$ cat src/rtl/mammal_pkg.sv
// Shared definitions for the mammal_vcpu core.
// Contents: opcode encoding, FSM state encoding (5-bit), ALU operation codes
// and the interrupt priority encoder used to pick the serviced line.
package mammal_pkg;

  typedef enum logic [3:0] {
    OP_LDI  = 4'h0,
    OP_LD   = 4'h1,
    OP_ST   = 4'h2,
    OP_NOP3 = 4'h3,
    OP_JZ   = 4'h4,
    OP_JMP  = 4'h5,
    OP_NOP6 = 4'h6,
    OP_ALU  = 4'h7,
    OP_PUSH = 4'h8,
    OP_POP  = 4'h9,
    OP_CALL = 4'hA,
    OP_RET  = 4'hB,
    OP_STI  = 4'hC,
    OP_CLI  = 4'hD,
    OP_IRET = 4'hE,
    OP_NOPF = 4'hF
  } opcode_e;

  // State register encoding; kept as plain constants so older tooling and
  // waveform scripts see stable numeric values.
  typedef logic [4:0] state_e;

  localparam state_e S_FETCH = 5'd0;
  localparam state_e S_LDI   = 5'd1;
  localparam state_e S_LD    = 5'd2;
  localparam state_e S_ST    = 5'd3;
  localparam state_e S_JMP   = 5'd4;
  localparam state_e S_ALU   = 5'd5;
  localparam state_e S_PUSH  = 5'd6;
  localparam state_e S_POP1  = 5'd7;
  localparam state_e S_POP2  = 5'd8;
  localparam state_e S_CALL  = 5'd9;
  localparam state_e S_RET1  = 5'd10;
  localparam state_e S_RET2  = 5'd11;
  localparam state_e S_STI   = 5'd12;
  localparam state_e S_CLI   = 5'd13;
  localparam state_e S_IRET1 = 5'd14;
  localparam state_e S_IRET2 = 5'd15;
  localparam state_e S_IRET3 = 5'd16;
  localparam state_e S_INT1  = 5'd17;
  localparam state_e S_INT2  = 5'd18;
  localparam state_e S_INT3  = 5'd19;

  // ALU operation field ir[11:9]
  localparam logic [2:0] ALU_ADD = 3'd0;
  localparam logic [2:0] ALU_SUB = 3'd1;
  localparam logic [2:0] ALU_AND = 3'd2;
  localparam logic [2:0] ALU_OR  = 3'd3;
  localparam logic [2:0] ALU_XOR = 3'd4;
  localparam logic [2:0] ALU_SHL = 3'd5;
  localparam logic [2:0] ALU_UN  = 3'd7;

  // Unary sub-operation field ir[8:6] (only meaningful with ALU_UN)
  localparam logic [2:0] UN_NOT = 3'd0;
  localparam logic [2:0] UN_MOV = 3'd1;
  localparam logic [2:0] UN_INC = 3'd2;
  localparam logic [2:0] UN_DEC = 3'd3;

  // Lowest set index wins; requests are zero-extended to 8 lines by the caller.
  function automatic logic [2:0] prio_enc(input logic [7:0] req);
    logic [2:0] id;
    id = 3'd0;
    for (int i = 7; i >= 0; i--) begin
      if (req[i]) begin
        id = 3'(i);
      end else begin
        id = id;
      end
    end
    return id;
  endfunction

endpackage

$ cat src/rtl/mammal_alu.sv
// Combinational ALU for mammal_vcpu.
// Ports: op (ir[11:9]), un (ir[8:6] unary select), a = R[rt], b = R[rs],
//        result (DW bits, modulo 2**DW), zero (result == 0).
module mammal_alu
  import mammal_pkg::*;
#(
  parameter int DW = 16
) (
  input  logic [2:0]    op,
  input  logic [2:0]    un,
  input  logic [DW-1:0] a,
  input  logic [DW-1:0] b,
  output logic [DW-1:0] result,
  output logic          zero
);

  localparam logic [DW-1:0] DW_ONE   = DW'(1'b1);
  localparam logic [DW-1:0] DW_WIDTH = DW'(DW);

  logic [DW-1:0] sh_s;
  logic [DW-1:0] res_s;

  // Operation select; shift distance is taken modulo the data width.
  always_comb begin
    sh_s = b % DW_WIDTH;
    case (op)
      ALU_ADD: res_s = a + b;
      ALU_SUB: res_s = a - b;
      ALU_AND: res_s = a & b;
      ALU_OR:  res_s = a | b;
      ALU_XOR: res_s = a ^ b;
      ALU_SHL: res_s = a << sh_s;
      ALU_UN: begin
        case (un)
          UN_NOT:  res_s = (b == {DW{1'b0}}) ? DW_ONE : {DW{1'b0}};
          UN_MOV:  res_s = b;
          UN_INC:  res_s = b + DW_ONE;
          UN_DEC:  res_s = b - DW_ONE;
          default: res_s = {DW{1'b0}};
        endcase
      end
      default: res_s = {DW{1'b0}};
    endcase
  end

  assign result = res_s;
  assign zero   = (res_s == {DW{1'b0}});

endmodule

$ cat src/rtl/mammal_vcpu.sv
// mammal_vcpu: parametrised multicycle CPU with vectored, prioritised,
// nestable interrupts.
// Ports: clk, rst_n (async active-low), data_in (combinational memory read),
//        data_out/address/memwt (single-cycle memory write), irq (level
//        requests, lower index = higher priority), intack (one-hot ack
//        pulsed in INT2), int_busy (high during INT1..INT3).
module mammal_vcpu
  import mammal_pkg::*;
#(
  parameter int DW       = 16,
  parameter int AW       = 12,
  parameter int NIRQ     = 4,
  parameter int VEC_BASE = 32'h0DC,
  parameter int RESET_PC = 32'd0,
  parameter int SP_RESET = 32'hFFF
) (
  input  logic            clk,
  input  logic            rst_n,
  input  logic [DW-1:0]   data_in,
  output logic [DW-1:0]   data_out,
  output logic [AW-1:0]   address,
  output logic            memwt,
  input  logic [NIRQ-1:0] irq,
  output logic [NIRQ-1:0] intack,
  output logic            int_busy
);

  localparam logic [AW-1:0] VEC_BASE_C = AW'(VEC_BASE);
  localparam logic [AW-1:0] RESET_PC_C = AW'(RESET_PC);
  localparam logic [DW-1:0] SP_RESET_C = DW'(SP_RESET);
  localparam logic [AW-1:0] AW_ONE     = AW'(1'b1);
  localparam logic [DW-1:0] DW_ONE     = DW'(1'b1);

  state_e        state_r, state_nxt_s;
  logic [AW-1:0] pc_r, pc_nxt_s;
  logic [11:0]   ir_r, ir_nxt_s;
  logic [DW-1:0] regs_r [8];
  logic          z_r, z_nxt_s;
  logic          ie_r, ie_nxt_s;
  logic          ie_tmp_r, ie_tmp_nxt_s;
  logic [2:0]    id_r, id_nxt_s;

  logic          rf_we_s;
  logic [DW-1:0] rf_wd_s;
  logic [DW-1:0] r7_nxt_s;
  logic          chk_s;
  logic          int_go_s;

  logic [2:0]    rd_s, rs_s, rt_s;
  logic [DW-1:0] rs_val_s, rt_val_s;
  logic [AW-1:0] sp_s, ir_off_s;
  logic [DW-1:0] alu_res_s;
  logic          alu_zero_s;
  opcode_e       op_s;

  assign rd_s     = ir_r[2:0];
  assign rs_s     = ir_r[5:3];
  assign rt_s     = ir_r[8:6];
  assign rs_val_s = regs_r[rs_s];
  assign rt_val_s = regs_r[rt_s];
  assign sp_s     = regs_r[7][AW-1:0];
  assign ir_off_s = AW'(ir_r);
  assign op_s     = opcode_e'(data_in[15:12]);
  // IE is read before this cycle's update, giving STI its one-instruction shadow.
  assign int_go_s = ie_r & (|irq);

  mammal_alu #(.DW(DW)) u_alu (
    .op     (ir_r[11:9]),
    .un     (ir_r[8:6]),
    .a      (rt_val_s),
    .b      (rs_val_s),
    .result (alu_res_s),
    .zero   (alu_zero_s)
  );

  // Next-state, datapath control and memory interface decode.
  always_comb begin
    state_nxt_s  = S_FETCH;
    pc_nxt_s     = pc_r;
    ir_nxt_s     = ir_r;
    z_nxt_s      = z_r;
    ie_nxt_s     = ie_r;
    ie_tmp_nxt_s = ie_tmp_r;
    id_nxt_s     = id_r;
    rf_we_s      = 1'b0;
    rf_wd_s      = {DW{1'b0}};
    r7_nxt_s     = regs_r[7];
    chk_s        = 1'b0;
    address      = pc_r;
    data_out     = {DW{1'b0}};
    memwt        = 1'b0;
    intack       = {NIRQ{1'b0}};
    int_busy     = 1'b0;
    case (state_r)
      S_FETCH: begin
        ir_nxt_s = data_in[11:0];
        pc_nxt_s = pc_r + AW_ONE;
        case (op_s)
          OP_LDI:  state_nxt_s = S_LDI;
          OP_LD:   state_nxt_s = S_LD;
          OP_ST:   state_nxt_s = S_ST;
          OP_JZ:   state_nxt_s = z_r ? S_JMP : S_FETCH;
          OP_JMP:  state_nxt_s = S_JMP;
          OP_ALU:  state_nxt_s = S_ALU;
          OP_PUSH: state_nxt_s = S_PUSH;
          OP_POP:  state_nxt_s = S_POP1;
          OP_CALL: state_nxt_s = S_CALL;
          OP_RET:  state_nxt_s = S_RET1;
          OP_STI:  state_nxt_s = S_STI;
          OP_CLI:  state_nxt_s = S_CLI;
          OP_IRET: state_nxt_s = S_IRET1;
          default: state_nxt_s = S_FETCH;
        endcase
      end
      S_LDI: begin
        rf_we_s  = 1'b1;
        rf_wd_s  = data_in;
        pc_nxt_s = pc_r + AW_ONE;
        chk_s    = 1'b1;
      end
      S_LD: begin
        address = rs_val_s[AW-1:0];
        rf_we_s = 1'b1;
        rf_wd_s = data_in;
        chk_s   = 1'b1;
      end
      S_ST: begin
        address  = rs_val_s[AW-1:0];
        data_out = rt_val_s;
        memwt    = 1'b1;
        chk_s    = 1'b1;
      end
      S_JMP: begin
        pc_nxt_s = pc_r + ir_off_s;
        chk_s    = 1'b1;
      end
      S_ALU: begin
        rf_we_s = 1'b1;
        rf_wd_s = alu_res_s;
        z_nxt_s = alu_zero_s;
        chk_s   = 1'b1;
      end
      S_PUSH: begin
        address  = sp_s;
        data_out = rt_val_s;
        memwt    = 1'b1;
        r7_nxt_s = regs_r[7] - DW_ONE;
        chk_s    = 1'b1;
      end
      S_POP1: begin
        r7_nxt_s    = regs_r[7] + DW_ONE;
        state_nxt_s = S_POP2;
      end
      S_POP2: begin
        address = sp_s;
        rf_we_s = 1'b1;
        rf_wd_s = data_in;
        chk_s   = 1'b1;
      end
      S_CALL: begin
        address  = sp_s;
        data_out = DW'(pc_r);
        memwt    = 1'b1;
        r7_nxt_s = regs_r[7] - DW_ONE;
        pc_nxt_s = pc_r + ir_off_s;
        chk_s    = 1'b1;
      end
      S_RET1: begin
        r7_nxt_s    = regs_r[7] + DW_ONE;
        state_nxt_s = S_RET2;
      end
      S_RET2: begin
        address  = sp_s;
        pc_nxt_s = data_in[AW-1:0];
        chk_s    = 1'b1;
      end
      S_STI: begin
        ie_nxt_s = 1'b1;
        chk_s    = 1'b1;
      end
      S_CLI: begin
        // No interrupt check here: a CLI boundary is never interrupted.
        ie_nxt_s = 1'b0;
      end
      S_IRET1: begin
        address     = sp_s;
        r7_nxt_s    = regs_r[7] + DW_ONE;
        state_nxt_s = S_IRET2;
      end
      S_IRET2: begin
        address      = sp_s;
        z_nxt_s      = data_in[0];
        ie_tmp_nxt_s = data_in[1];
        r7_nxt_s     = regs_r[7] + DW_ONE;
        state_nxt_s  = S_IRET3;
      end
      S_IRET3: begin
        address  = sp_s;
        pc_nxt_s = data_in[AW-1:0];
        ie_nxt_s = ie_tmp_r;
        chk_s    = 1'b1;
      end
      S_INT1: begin
        address     = sp_s;
        data_out    = DW'(pc_r);
        memwt       = 1'b1;
        r7_nxt_s    = regs_r[7] - DW_ONE;
        ie_nxt_s    = 1'b0;
        int_busy    = 1'b1;
        state_nxt_s = S_INT2;
      end
      S_INT2: begin
        // Status word: bit1 = IE at entry (always 1 on this path), bit0 = Z.
        address     = sp_s;
        data_out    = DW'({1'b1, z_r});
        memwt       = 1'b1;
        r7_nxt_s    = regs_r[7] - DW_ONE;
        intack      = NIRQ'(1'b1) << id_r;
        int_busy    = 1'b1;
        state_nxt_s = S_INT3;
      end
      S_INT3: begin
        address     = VEC_BASE_C + AW'(id_r);
        pc_nxt_s    = data_in[AW-1:0];
        int_busy    = 1'b1;
        state_nxt_s = S_FETCH;
      end
      default: begin
        state_nxt_s = S_FETCH;
      end
    endcase
    // Instruction boundary: the serviced line is frozen here.
    if (chk_s && int_go_s) begin
      state_nxt_s = S_INT1;
      id_nxt_s    = prio_enc(8'(irq));
    end else begin
      id_nxt_s = id_nxt_s;
    end
  end

  // Control and status registers.
  always_ff @(posedge clk or negedge rst_n) begin
    if (!rst_n) begin
      state_r  <= S_FETCH;
      pc_r     <= RESET_PC_C;
      ir_r     <= 12'h000;
      z_r      <= 1'b0;
      ie_r     <= 1'b0;
      ie_tmp_r <= 1'b0;
      id_r     <= 3'd0;
    end else begin
      state_r  <= state_nxt_s;
      pc_r     <= pc_nxt_s;
      ir_r     <= ir_nxt_s;
      z_r      <= z_nxt_s;
      ie_r     <= ie_nxt_s;
      ie_tmp_r <= ie_tmp_nxt_s;
      id_r     <= id_nxt_s;
    end
  end

  // Register file; a load into R7 takes precedence over the stack adjust.
  always_ff @(posedge clk or negedge rst_n) begin
    if (!rst_n) begin
      for (int i = 0; i < 7; i++) begin
        regs_r[i] <= {DW{1'b0}};
      end
      regs_r[7] <= SP_RESET_C;
    end else begin
      for (int i = 0; i < 7; i++) begin
        if (rf_we_s && (rd_s == 3'(i))) begin
          regs_r[i] <= rf_wd_s;
        end else begin
          regs_r[i] <= regs_r[i];
        end
      end
      regs_r[7] <= (rf_we_s && (rd_s == 3'd7)) ? rf_wd_s : r7_nxt_s;
    end
  end

endmodule
$ cat config.mk
export PLATFORM = sky130hd
export DESIGN_NAME = mammal_vcpu
export DESIGN_NICKNAME = d
export VERILOG_FILES = /design/src/rtl/mammal_pkg.sv /design/src/rtl/mammal_alu.sv /design/src/rtl/mammal_vcpu.sv
export SDC_FILE = /design/constraint.sdc
export NUM_CORES = 1
export LEC_CHECK = 0
export CAP_MARGIN = 0
export CORE_MARGIN = 8
export CORE_UTILIZATION = 50
export CTS_BUF_LIST = sky130_fd_sc_hd__clkbuf_16
export DETAILED_ROUTE_END_ITERATION = 6
export PLACE_DENSITY_LB_ADDON = 0.2
export REMOVE_ABC_BUFFERS = 1
export SYNTH_ARGS = -nofsm -noshare
export SYNTH_HDL_FRONTEND = slang
export SYNTH_SLANG_ARGS = --single-unit
export TNS_END_PERCENT = 50
$ cat constraint.sdc
create_clock -name clk -period 4.6 [get_ports clk]
set_input_delay 0.69 -clock clk [delete_from_list [all_inputs] [get_ports clk]]
set_output_delay 0.69 -clock clk [all_outputs]
set_load 0.02 [all_outputs]
# Word-level counts from Yosys, hierarchy flattened

Cells that the tools add are included.

Word-level logic and storage cells: 147
Bits of input ports: 22
Output and inout port bits: 34
Register bits: 163

Bitwise operators: 6
Shift operators: 2
Eq/ne operators: 47
Muxes and demuxes: 30
Order comparisons: 2
Reductions and logical operators: 36
Add/subtract/negate cells: 9

Operators by type and width:

| operator                                                              | number |
|---|---|
| 16-bit case mux with 7 select lines                                   | 1 |
| 16-bit binary-select mux with 3-bit select                            | 2 |
| 16-bit two-way mux                                                    | 5 |
| 12-bit case mux with 3 select lines                                   | 2 |
| 16-bit case mux with 2 select lines                                   | 2 |
| 16-bit case mux with 4 select lines                                   | 1 |
| 4-bit case mux with 13 select lines                                   | 1 |
| 16-bit case mux with 3 select lines                                   | 1 |
| 5-bit by 4-bit equality test with 1-bit output, second input constant | 8 |
| 5-bit case mux with 7 select lines                                    | 1 |
| 16-bit by 1-bit adder with 16-bit output, second input constant       | 2 |
| 16-bit zero test                                                      | 2 |
| 16-bit by 1-bit subtractor with 16-bit output, second input constant  | 2 |
| 4-bit equality test, second input constant                            | 7 |
| 3-bit equality test, second input constant                            | 7 |
| 5-bit by 3-bit equality test with 1-bit output, second input constant | 4 |
| 5-bit equality test, second input constant                            | 4 |
| 3-bit by 2-bit equality test with 1-bit output, second input constant | 6 |
| 16-bit adder                                                          | 1 |
| 16-bit bitwise AND                                                    | 1 |
| 16-bit OR                                                             | 1 |
| 4-bit OR reduction                                                    | 4 |
| 16-bit by 4-bit left shift with 16-bit output                         | 1 |
| 16-bit subtractor                                                     | 1 |
| other kinds (32)                                                      | 65 |

# Depth between registers and ports, before layout

Depth after elaboration: 10
Gate-level depth with buffers: 20
Gate-level depth less buffers: 18

# By module

Synthesis repeated with hierarchy kept, for this count alone.

Cells, all modules: 1585
Area, all modules: 14377.5 sq um

Modules (own cells, without submodules):

| module      | cells each | instances | sequential area each (sq um) | area an instance (sq um) |
|---|---|---|---|---|
| mammal_vcpu | 1040       | 1         | 4068.9                       | 10480.1 |
| mammal_alu  | 545        | 1         | 0.0                          | 3897.5 |

# Worst setup path before layout

No wires, ideal clock.

Path type: reg-to-reg
Start point: reg ir_r[3] (netlist: ir_off_s[3])
End point: reg regs_r[13] (netlist name)
Cell stages (with the launch flop): 20
Library setup time: 0.151 ns
Setup slack: -0.058 ns
Data arrival time: 4.507 ns
Cells stage by stage: dfrtp_1 mux4_2 or2_1 nand2_1 clkbuf_1 ha_1 nand2_1 o21ai_0 inv_1 ha_1 nor2b_1 o31a_1 o41a_1 a32o_1 o21bai_1 xor2_1 nor2_1 nor3_1 a2bb2oi_1 a22oi_1

Longest elaborated chain between the ends: 9
Elaborated cells on any way between the ends: 16
Those cells by class: add/sub (4); shift (1); mux (7); bitwise (4)

RTL lines:

| what                                                                                                      | line                               | text |
|---|---|---|
| start: declaration                                                                                        | mammal_vcpu.sv:36                  | `logic [11:0] ir_r, ir_nxt_s;` |
| start signal: assignment                                                                                  | mammal_vcpu.sv:254                 | `ir_r <= ir_nxt_s;` |
| 3-bit inverter with 4-bit output (not written as such) *                                                  | mammal_vcpu.sv:59                  | `assign rs_val_s = regs_r[rs_s];` |
| 16-bit binary-select mux with 3-bit select *                                                              | mammal_vcpu.sv:59                  |  |
| 16-bit two-way mux (not written as such) * (2 in a row)                                                   | mammal_vcpu.sv:59                  |  |
| 16-bit by 1-bit subtractor with 16-bit output or 16-bit by 1-bit adder with 16-bit output (tied branches) | mammal_alu.sv:38, mammal_alu.sv:37 |  |
| 16-bit case mux with 4 select lines                                                                       | mammal_alu.sv:34                   | `case (un)` |
| 16-bit case mux with 7 select lines *                                                                     | mammal_alu.sv:26                   | `case (op)` |
| 16-bit case mux with 2 select lines *                                                                     | mammal_vcpu.sv:94                  | `case (state_r)` |
| 16-bit two-way mux *                                                                                      | mammal_vcpu.sv:277                 | `regs_r[7] <= (rf_we_s && (rd_s == 3'd7)) ? rf_wd_s : r7_nxt_s;` |
| end signal: indexed assignment                                                                            | mammal_vcpu.sv:266                 | `regs_r[i] <= {DW{1'b0}};` |
| end signal: indexed assignment                                                                            | mammal_vcpu.sv:272                 | `regs_r[i] <= rf_wd_s;` |
| end signal: indexed assignment                                                                            | mammal_vcpu.sv:274                 | `regs_r[i] <= regs_r[i];` |
| end: declaration                                                                                          | mammal_vcpu.sv:37                  | `logic [DW-1:0] regs_r [8];` |

Every way passes the cells marked *; elsewhere a longest branch is shown, timed or not. The select of a mux whose other input is x is not followed.
A chain may end at the register's enable or synchronous reset.

# Final worst setup path

Start point: reg ir_r[4] (netlist: ir_off_s[4])
End point: reg z_r

Longest elaborated chain between the ends: 10
Elaborated cells on any way between the ends: 18
Those cells by class: add/sub (4); shift (1); mux (7); bitwise (4); reduce/logical (2)

RTL lines:

| what                                                                                                  | line               | text |
|---|---|---|
| 3-bit inverter with 4-bit output (not written as such) *                                              | mammal_vcpu.sv:59  |  |
| 16-bit binary-select mux with 3-bit select *                                                          | mammal_vcpu.sv:59  |  |
| 16-bit two-way mux (not written as such) * (2 in a row)                                               | mammal_vcpu.sv:59  |  |
| parallel branches: the longest is 3 deep, another holds 16-bit by 1-bit subtractor with 16-bit output | -                  |  |
| 16-bit case mux with 7 select lines *                                                                 | mammal_alu.sv:26   |  |
| 16-bit zero test *                                                                                    | mammal_alu.sv:47   | `assign zero = (res_s == {DW{1'b0}});` |
| 1-bit case mux with 2 select lines *                                                                  | mammal_vcpu.sv:94  |  |
| end signal: assignment                                                                                | mammal_vcpu.sv:255 | `z_r <= z_nxt_s;` |
| end: declaration                                                                                      | mammal_vcpu.sv:38  | `logic z_r, z_nxt_s;` |

Mark *: on every way between the ends. The select of a mux whose other input is x is not followed.

==> metrics.md <==
| Metric | Value |
|---|---|
| Status | finished, violations left |
| Failing checks | design-rule violations, negative setup slack |
| Fmax | ~210 MHz |
| Worst Path Max Fanout | 4 |
| Area occupied by multi-input gates | 9760 µm² |
| CP Launch Type | flip-flop |
| DRT iter0 DRCs | 1488 |
| Core area | 27900 µm² |
| Starting Density | 50.8% |
| Die area | ~34000 µm² |
| CTS Buf Count | 17 |
| Maxcap violations | 0 |
| Diode count | 0 |
| Site row count | 61 |
| Synth Warn # | 0 |
| Clock slew at reported path FFs | 0.08 ns |
| Clock Skew | 0.0236 ns |
| Netlist cell types | 85 |
| Total Routing Usage GR | 31.9% |
| Class of the most critical setup path | reg -> reg |
| DR vias/cell | 6.51 |
| DRC violations left | 1 |
| Routed WL per cell | 24.9 µm |
| Seq/Total Area, Yosys | 28.8% |
| Total gr overflow | 0 |
| Die Ht | 184 µm |
| Register bit total from synthesis | 162 |
| Final setup fails | 3 |
| Detailed-route wire length | 54.2 mm |
| Number of global-route vias before repair | 13700 |
| Root Buffer | clkbuf_16 |
| Fin crit period | 4.72 ns |
| CTS max path bufs | 2 |
| Final core occ | about 62% |
| Largest net degree at the start of global routing | 104 |
| Post-Synthesis Cell Area | 14200 µm² |
| Die Span X | approximately 180 µm |
| Post-synth top area share | 26.5% |
| Final Hold Viols | 0 |
| Fin nets | 1904 |
| Fill cells | 2375 |
| Period utilization | 103% |
| Detailed Routing Iterations Pass 1 | 7 |
| Critical Path RT | 4.94 ns |
| Leading area contributor after synthesis | dfrtp_1 |
| Post-Syn Instances | 1605 |
| Worst-Skew Late Latency | 0.44 ns |
| Via count | around 14000 |
| Post-synth EDFFs | 0 |
| RSZ-0062 raised after global routing | yes |
| Area Growth Syn to Fin | 22.7% |
| Min-Delay Path Class | in -> async |
| Top_reg_cell synth | dfrtp_1 |
| Routed Antenna Nets | 0 |
| Seq. cell area | 4080 µm² |
| TNS Setup | -0.137 ns |
| Clock Sinks | roughly 160 |
| Crit end category | flip-flop |
| Setup ws final | -0.123 ns |
| I/O pin count | 56 |
| H-tree Lvls | 4 |
| Area contributors post-synth | dfrtp_1, mux4_2, ha_1 |
| Global-route wire length before repair | 82.5 mm |
| Slew Limit Headroom | 23.3% |
| Ys async rst share | 100% |
| Max Slew Vio Count | 0 |
| CTS tree | done |
| R2R depth | 20 |
| IO buf count | 55 |
| Worst-Margin Slew | 1.14 ns |
| GPL Wtd Cong | 1.07 |
| Initial antenna violation count | 0 |
| Arr. time, crit path | 5.06 ns |
| Hpwl dp | between 40 and 50 mm |
| Share of cells above drive strength 1 | a little under a quarter |
| Synth Area per Inst | 8.82 µm² |
-- layout by cell type, fill, tap and decap left out, drive strengths merged, types with 13 or more instances in the layout --
| cell | synthesis | final |
|---|---|---|
| mux2i | 42 | 42 |
| o211ai | 18 | 18 |
| dfrtp | 150 | 150 |
| nor2b | 20 | 20 |
| nand3 | 33 | 33 |
| or3 | 13 | 13 |
| buf | 30 | 207 |
| a21o | 20 | 20 |
| a21oi | 133 | 133 |
| a211oi | 17 | 17 |
| mux4 | 61 | 61 |
| clkbuf | 66 | 17 |
| inv | 63 | 74 |
| xor2 | 18 | 18 |
| nand2 | 140 | 140 |
| and2 | 20 | 20 |
| nor3 | 49 | 49 |
| xnor2 | 30 | 30 |
| mux2 | 27 | 27 |
| clkdlybuf4s50 | 0 | 54 |
| nand2b | 15 | 15 |
| ha | 88 | 88 |
| nor2 | 169 | 169 |
| a22oi | 33 | 33 |
| o22ai | 13 | 13 |
| o21ai | 136 | 136 |
-- cell usage after synthesis, types with 6 or more instances --
cell type and count:
a211oi_1 17, a21boi_0 7, a21o_1 20, a21oi_1 133, a221o_1 12, a221oi_1 9, a222oi_1 6, a22oi_1 32
a31oi_1 12, and2_1 20, buf_1 12, buf_2 11, clkbuf_1 66, dfrtp_1 150, dfstp_2 12, ha_1 88
inv_1 59, mux2_2 27, mux2i_1 31, mux2i_4 7, mux4_2 58, nand2_1 140, nand2b_1 15, nand3_1 33
nand3b_1 6, nand4_1 11, nor2_1 169, nor2b_1 20, nor3_1 49, nor3b_1 12, nor4_1 6, o211ai_1 18
o21a_1 12, o21ai_0 131, o21bai_1 6, o22ai_1 13, o31ai_1 10, or2_2 6, or3_1 13, xnor2_1 30
xor2_1 18
-- flip-flops by register name, summed over array words and instances (netlist names) --
signal	count
id_r	2
state_r	5
ir_off_s	12
pc_r	12
z_r	1
ie_r	1
ie_tmp_r	1
regs_r	128
-- cell type report --
class	count	share of cell area [%]
multi-input combinational	1284	56.2
tap	378	2.72
timing repair buffer	262	12.9
clock buffer	17	2.45
sequential	162	23.5
inverter	63	1.36
clock inverter	15	0.936
-- stage by stage --
stage | instances | worst slack (ns) | cell area [µm²] | hold WS [ns]
final | 2181 | -0.123 | 17400 | 0.374
after global routing | 2181 | -0.237 | 17400 | 0.447
after CTS | 2170 | -0.0773 | 17100 | 0.412
after detailed placement | 2124 | -0.237 | 16200 | 0.491
after global placement | 2124 | -0.181 | 16200 | 0.477
after floorplan | 1509 | -1.10 | 13700 | 0.394
-- worst paths after layout --
| kind | from | to | slack, ns |
|---|---|---|---|
| worst min register to register | regs_r[56]$_DFFE_PN0P_ | regs_r[56]$_DFFE_PN0P_ | 0.50 |
| min in group clk | regs_r[56]$_DFFE_PN0P_ | regs_r[56]$_DFFE_PN0P_ | 0.50 |
| max in group asynchronous | rst_n | regs_r[3]$_DFFE_PN1P_ | 3.28 |
| worst max register to register | ir_off_s[4]$_DFFE_PN0P_ | z_r$_DFFE_PN0P_ | -0.12 |
| worst max-delay path | ir_off_s[4]$_DFFE_PN0P_ | z_r$_DFFE_PN0P_ | -0.12 |
| worst min-delay path | rst_n | regs_r[92]$_DFFE_PN0P_ | 0.37 |
-- metal layers --
layer  track usage [%]  routed length (µm)
met5                 0                   0
met4              16.3                2910
met3              5.79                4900
met2              49.4               24500
met1              42.2               21900
-- repair_timing --
action | CTS | global route
gates cloned | 1 | 0
gates resized for setup | 31 | 65
endpoints found under the setup margin | 22 | 60
pin swaps | 15 | 35
hold buffers | 0 | 0
buffers inserted | 13 | 11
-- cells by family (layout without fill, tap and decap cells) --
family	Yosys count	count (layout)	synth area share, %
adders and majority gates	92	92	8.35
buffers and inverters	159	357	4.61
and+or+nand+nor	514	514	16.9
xor gates and xnor gates	48	48	2.97
AOI/OAI and AO/OA	500	500	22.8
DFF	162	162	28.8
muxes	130	130	15.6
-- worst max-delay path: stages (launching register included) --
cell and delay [ns]:
dfrtp_2 0.40, buf_12 0.12, mux4_2 0.51, mux2i_4 0.29
inv_2 0.10, buf_6 0.14, nor2_4 0.09, a21oi_2 0.06
xnor2_1 0.14, ha_1 0.33, o21a_1 0.12, o31a_1 0.12
buf_4 0.14, o21a_1 0.18, nor3_2 0.18, o311ai_2 0.12
a221o_1 0.30, or4_4 0.54, nor4_4 0.16, nand4_1 0.25
o311ai_2 0.32
Power is left out: the tool's default activity adds up to more than one toggle a clock period on the data nets, which glitch-free logic cannot reach.
